$ cat src/rtl/tl_xbar_pkg.sv
// Shared TileLink crossbar constants and helpers, used by tl_rr_mux and tl_demux.
package tl_xbar_pkg;

  localparam int TL_N      = 4;
  localparam int TL_DATA_W = 8;
  localparam int TL_SEL_W  = 2;

  // Ceiling log2 for sizing select fields; clog2(1) returns 0.
  function automatic int clog2(input int value);
    int r;
    for (r = 0; (1 << r) < value; r++) begin
    end
    return r;
  endfunction

endpackage

$ cat src/rtl/tl_rr_arbiter.sv
// Combinational rotate-priority arbiter. Searches req starting at ptr and
// wrapping N-1 -> 0; the first requester found wins.
module tl_rr_arbiter
  import tl_xbar_pkg::*;
#(
  parameter int N     = TL_N,
  parameter int SEL_W = TL_SEL_W
) (
  input  logic [N-1:0]     req,
  input  logic [SEL_W-1:0] ptr,
  output logic [N-1:0]     gnt_oh,
  output logic [SEL_W-1:0] gnt_id,
  output logic             any
);

  logic [N-1:0]     req_rot;
  logic [SEL_W:0]   idx_w;
  logic [SEL_W:0]   sum_w;
  logic [SEL_W-1:0] off;

  // Rotate requests so bit j is the port sitting j places after ptr.
  always_comb begin
    req_rot = '0;
    idx_w   = '0;
    for (int j = 0; j < N; j++) begin
      idx_w = {1'b0, ptr} + (SEL_W+1)'(j);
      if (idx_w >= (SEL_W+1)'(N)) begin
        idx_w = idx_w - (SEL_W+1)'(N);
      end
      for (int i = 0; i < N; i++) begin
        if (idx_w == (SEL_W+1)'(i)) begin
          req_rot[j] = req[i];
        end
      end
    end
  end

  // Lowest set bit of the rotated vector, then map the offset back to a port id.
  always_comb begin
    any    = 1'b0;
    off    = '0;
    gnt_oh = '0;
    for (int j = 0; j < N; j++) begin
      if (!any && req_rot[j]) begin
        any = 1'b1;
        off = SEL_W'(j);
      end
    end
    sum_w = {1'b0, ptr} + {1'b0, off};
    if (sum_w >= (SEL_W+1)'(N)) begin
      sum_w = sum_w - (SEL_W+1)'(N);
    end
    gnt_id = sum_w[SEL_W-1:0];
    for (int k = 0; k < N; k++) begin
      gnt_oh[k] = any && (gnt_id == SEL_W'(k));
    end
  end

endmodule

$ cat src/rtl/tl_rr_mux.sv
// N-to-1 round-robin mux for one TileLink channel. Grant is held for a whole
// multi-beat message; each output beat is tagged with its source port.
//
//   state  | meaning
//   -------+-----------------------------------------------------------
//   idle   | lock=0: arbitrate from rr_ptr among valid ports
//   locked | lock=1: only lock_id may send until its last beat is taken
module tl_rr_mux
  import tl_xbar_pkg::*;
#(
  parameter int N      = TL_N,
  parameter int DATA_W = TL_DATA_W,
  parameter int SEL_W  = TL_SEL_W
) (
  input  logic                clk,
  input  logic                rst,
  input  logic [N-1:0]        valid_i,
  output logic [N-1:0]        ready_o,
  input  logic [N*DATA_W-1:0] data_i,
  input  logic [N-1:0]        last_i,
  output logic                valid_o,
  input  logic                ready_i,
  output logic [DATA_W-1:0]   data_o,
  output logic                last_o,
  output logic [SEL_W-1:0]    src_o
);

  logic             lock;
  logic [SEL_W-1:0] lock_id;
  logic [SEL_W-1:0] rr_ptr;

  logic [N-1:0]      arb_gnt_oh;
  logic [SEL_W-1:0]  arb_id;
  logic              arb_any;
  logic [N-1:0]      lock_oh;
  logic [SEL_W-1:0]  grant_id;
  logic              can_load;
  logic              accept;
  logic [DATA_W-1:0] sel_data;
  logic              sel_last;
  logic [SEL_W-1:0]  next_ptr;

  tl_rr_arbiter #(
    .N     (N),
    .SEL_W (SEL_W)
  ) u_arb (
    .req    (valid_i),
    .ptr    (rr_ptr),
    .gnt_oh (arb_gnt_oh),
    .gnt_id (arb_id),
    .any    (arb_any)
  );

  // Grant selection and per-port ready; the locked source only gets ready while it is valid.
  always_comb begin
    lock_oh = '0;
    for (int k = 0; k < N; k++) begin
      lock_oh[k] = (lock_id == SEL_W'(k));
    end
    can_load = !valid_o || ready_i;
    grant_id = lock ? lock_id : arb_id;
    ready_o  = '0;
    if (!rst && can_load) begin
      if (lock) begin
        ready_o = lock_oh & valid_i;
      end else if (arb_any) begin
        ready_o = arb_gnt_oh;
      end
    end
    accept = |ready_o;
  end

  // Payload of the granted port and the pointer that follows it.
  always_comb begin
    sel_data = '0;
    sel_last = 1'b0;
    for (int k = 0; k < N; k++) begin
      if (grant_id == SEL_W'(k)) begin
        sel_data = data_i[k*DATA_W +: DATA_W];
        sel_last = last_i[k];
      end
    end
    next_ptr = (grant_id == SEL_W'(N-1)) ? '0 : grant_id + SEL_W'(1);
  end

  // Output register plus lock/pointer bookkeeping; load and drain may share a cycle.
  always_ff @(posedge clk) begin
    if (rst) begin
      valid_o <= 1'b0;
      data_o  <= '0;
      last_o  <= 1'b0;
      src_o   <= '0;
      lock    <= 1'b0;
      lock_id <= '0;
      rr_ptr  <= '0;
    end else if (accept) begin
      valid_o <= 1'b1;
      data_o  <= sel_data;
      last_o  <= sel_last;
      src_o   <= grant_id;
      if (sel_last) begin
        lock   <= 1'b0;
        rr_ptr <= next_ptr;
      end else begin
        lock    <= 1'b1;
        lock_id <= grant_id;
      end
    end else if (ready_i) begin
      valid_o <= 1'b0;
    end
  end

endmodule

$ cat config.mk
export PLATFORM = sky130hd
export DESIGN_NAME = tl_rr_mux
export DESIGN_NICKNAME = d
export VERILOG_FILES = /design/src/rtl/tl_xbar_pkg.sv /design/src/rtl/tl_rr_arbiter.sv /design/src/rtl/tl_rr_mux.sv
export SDC_FILE = /design/constraint.sdc
export NUM_CORES = 1
export LEC_CHECK = 0
export CAP_MARGIN = 10
export CORE_MARGIN = 3
export CORE_UTILIZATION = 43
export CTS_BUF_LIST = sky130_fd_sc_hd__clkbuf_16
export CTS_CLUSTER_SIZE = 40
export DETAILED_ROUTE_END_ITERATION = 8
export GPL_TIMING_DRIVEN = 1
export PLACE_DENSITY = 0.86
export SLEW_MARGIN = 20
export SYNTH_ARGS = -nofsm -noshare
export SYNTH_HDL_FRONTEND = slang
export SYNTH_SLANG_ARGS = --single-unit
$ cat constraint.sdc
create_clock -name clk -period 4.9 [get_ports clk]
set_input_delay 0.98 -clock clk [delete_from_list [all_inputs] [get_ports clk]]
set_output_delay 0.98 -clock clk [all_outputs]
set_load 0.01 [all_outputs]
==> flow_summary_export.csv <==
group,metric,value,unit
setup_path,slowest_delay,0.56,ns
cts,clock-sinks,17,
logic_synthesis,ys_ff_latch,17,
drt,vias,1523,
cts,cts_htree_levels,1,
cells_and_area,syn_to_final_growth,52.56,%
setup_path,critPathSlowestCell,"clkdlybuf4s50_1",
setup_path,crit_path_end_kind,"output port",
logic_synthesis,netlist_area,1393,sq um
logic_synthesis,synthFlopType,"dfxtp_1",
cells_and_area,fin_util,69.02,%
sta,worst_pin_slew,0.4540,ns
cts,cts_buffers,3,
sta,setup_violations,0,
logic_synthesis,synth_edf_count,0,
power,p_leak,0.0008218,uW
die,die_area,3958,sq um
setup_path,crit_top_cell,"clkdlybuf4s50_1",
drt,post_drt_wl_per_cell,13.83,um
placement,dp_cells,282,
logic_synthesis,ys_warn_count,0,
logic_synthesis,synth_largest_area_cell,"dfxtp_1",
power,total_power,1406,uW
logic_synthesis,syn_nets,233,
drt,first_iter_violations,96,
cells_and_area,antenna_cells,0,
sta,setup_ws,0.2065,ns
global_route,grt_pass1_wl,6651,um
logic_synthesis,yosys.area_share.simple,25.70,%
setup_path,cp.arrival,3.71,ns
global_route,antenna_found_initial,0,
sta,slew_viol_final,0,
drt,ant_nets,0,
sta,fmax,0.2131,GHz
cts,cts_resized,0,
logic_synthesis,synthTopCellsByArea,"dfxtp_1 24%, nor2_1 8.1%, a21oi_1 7.5%",
logic_synthesis,ys_seq_area_share,24.44,%
cts,ctsHoldBuffers,0,
drt,post-route-drc-count,0,
logic_synthesis,netlist_instances,185,
global_route,grt_max_degree,18,
logic_synthesis,synth_top_family_by_area,"compound AO/OA/AOI/OAI gates",
worst_hold_path,hp-class,"reg -> reg",
cts,cts_root_buf,"clkbuf_16",
cells_and_area,nets,291,
cts,cts_tree,"yes",
cts,clock_latency,0.25,ns
die,start_util,45.24,%
placement,dp_hpwl,3146,um
logic_synthesis,synth_xor_area_share,1.887,%
logic_synthesis,synth_cell_type_count,43,
logic_synthesis,synth_compound_area_share,34.77,%
setup_path,critical_path_required,3.92,ns
drt,wirelength,3955,um
drt,via_per_inst,5.325,
sta,rsz0062_at_grt,"yes",
sta,fin_skew,0.005181,ns
placement,place_worst_setup_slack,0.08637,ns
global_route,track_usage,20.57,%
die,rows,20,
die,die_w,62.91,um
sta,finalCritPeriodShare,95.79,%
sta,period_minus_slack,4.694,ns
placement,io_buffers,58,
power,ir_drop,429.5,uV
die,die_y,62.91,um
logic_synthesis,avgSynthCellArea,7.527,sq um
die,design.core.area,3078,sq um
global_route,overflow,0,
setup_path,path_cells,"clkdlybuf4s50_1, nor2_1, or4_1, o211ai_1, ha_2, xor2_2, xnor2_1, o21bai_1, nor3_2, clkdlybuf4s50_1",
placement,gp_congestion,0.8612,
global_route,grt_pass1_vias,1473,
cts,clk_pin_slew,0.05,ns
cts,cts.path.max_buffers,2,
status,status,"finished clean",
logic_synthesis,synth_fa_ha_area_share,4.492,%
setup_path,crit_fanout,5,
power,power_density,661.6,nW/um^2
drt,drt_first_pass_iters,4,
flow_run,timing.max_cap.violations,0,
logic_synthesis,muxShareOfSynthArea,1.527,%
setup_path,start_kind,"input pin",
die,top_level_ports,59,
setup_path,critPathKind,"in -> out",
cells_and_area,stdcell_count,286,
sta,hold_viol,0,
cts,cts_setup_buffers,0,
sta,fin_tns_setup,0,ns
sta,max_slew_margin,69.73,%
cells_and_area,drive_above_1_share,12.81,%
logic_synthesis,synthDominantCellAreaShare,24.44,%
logic_synthesis,synthArstFlopShare,0,%
==> routing by layer <==
metal  part of all wire (%)  GRT usage, %  vias to the layer above
met2                     49         34.52                       35
met3                    3.1         3.417                        6
li1                       -             -                      788
met1                     46         25.68                      694
met4                    2.0         8.815                        0
met5                      0             0                        -
==> Yosys cell counts (4+ instances only) <==
cell type  count
nor3_1        15
nand2_1        8
nand2b_1       4
nor2_1        30
clkbuf_1      11
o21a_1         4
nor2b_1        5
ha_1           5
a221oi_1       4
a22oi_1        7
a211oi_2       8
dfxtp_1       17
a21oi_1       21
inv_1          7
==> cell type report <==
class	instances	area [sq um]
multi-input cells	146	967.2
fillers	250	953.4
repair buffers	68	655.6
flip-flops and latches	17	340.3
clock buffers	3	75.07
well taps	44	55.05
inverters	7	26.28
clock inverters	1	5.005
==> kinds of logic (layout without fill, tap and decap cells) <==
kind of cell | after synthesis | after routing
fa+ha+maj | 5 | 5
buf+inv | 22 | 79
mux | 2 | 2
xor+xnor | 3 | 3
simple gates | 73 | 73
flops | 17 | 17
compound gates | 63 | 63
==> worst max-delay path, delay by kind of cell <==
family	cells	cell delay (ns)
fa+ha+maj	1	0.24
compound gates	2	0.28
simple gates	3	0.72
xor+xnor	2	0.39
buf+inv	2	1.10
==> final timing paths <==
path | start | end | slack, ns | cells past startpoint
setup / recovery | valid_i[3] | ready_o[3] | 0.21 | 10
hold / removal | src_o[1] | src_o[1] | 0.49 | 1
setup reg to reg | rr_ptr[0] | lock_id[1] | 1.21 | 14
hold reg to reg | src_o[1] | src_o[1] | 0.49 | 1
==> placed cells by master, fill, tap and decap left out, drive strengths merged, types with 4 or more instances in the layout <==
cell type      instances
a211oi                 8
a21oi                 21
a221oi                 4
a22oi                  7
buf                   10
clkdlybuf4s50         58
dfxtp                 17
ha                     5
inv                    7
nand2                  9
nand2b                 4
nor2                  30
nor2b                  5
nor3                  15
o21a                   4
==> report_power, final <==
group | switching, uW | internal [uW] | total [uW]
registers | 44.7 | 189 | 233
logic | 547 | 464 | 1010
clock network | 51.9 | 109 | 161
total | 644 | 762 | 1410
==> registers in the layout, summed over array words and instances, names as in the netlist <==
name     count
lock_id      2
src_o        2
valid_o      1
lock         1
last_o       1
rr_ptr       2
data_o       8
==> per-stage QoR <==
stage | hold slack [ns] | area [sq um]
2_1_floorplan | 0.4760 | 1393
3_3_place_gp | 0.4797 | 2029
3_5_place_dp | 0.4753 | 2029
4_1_cts | 0.4956 | 2110
5_1_grt | 0.5207 | 2125
6_report | 0.4879 | 2125
(Power assumes the default switching activity.)
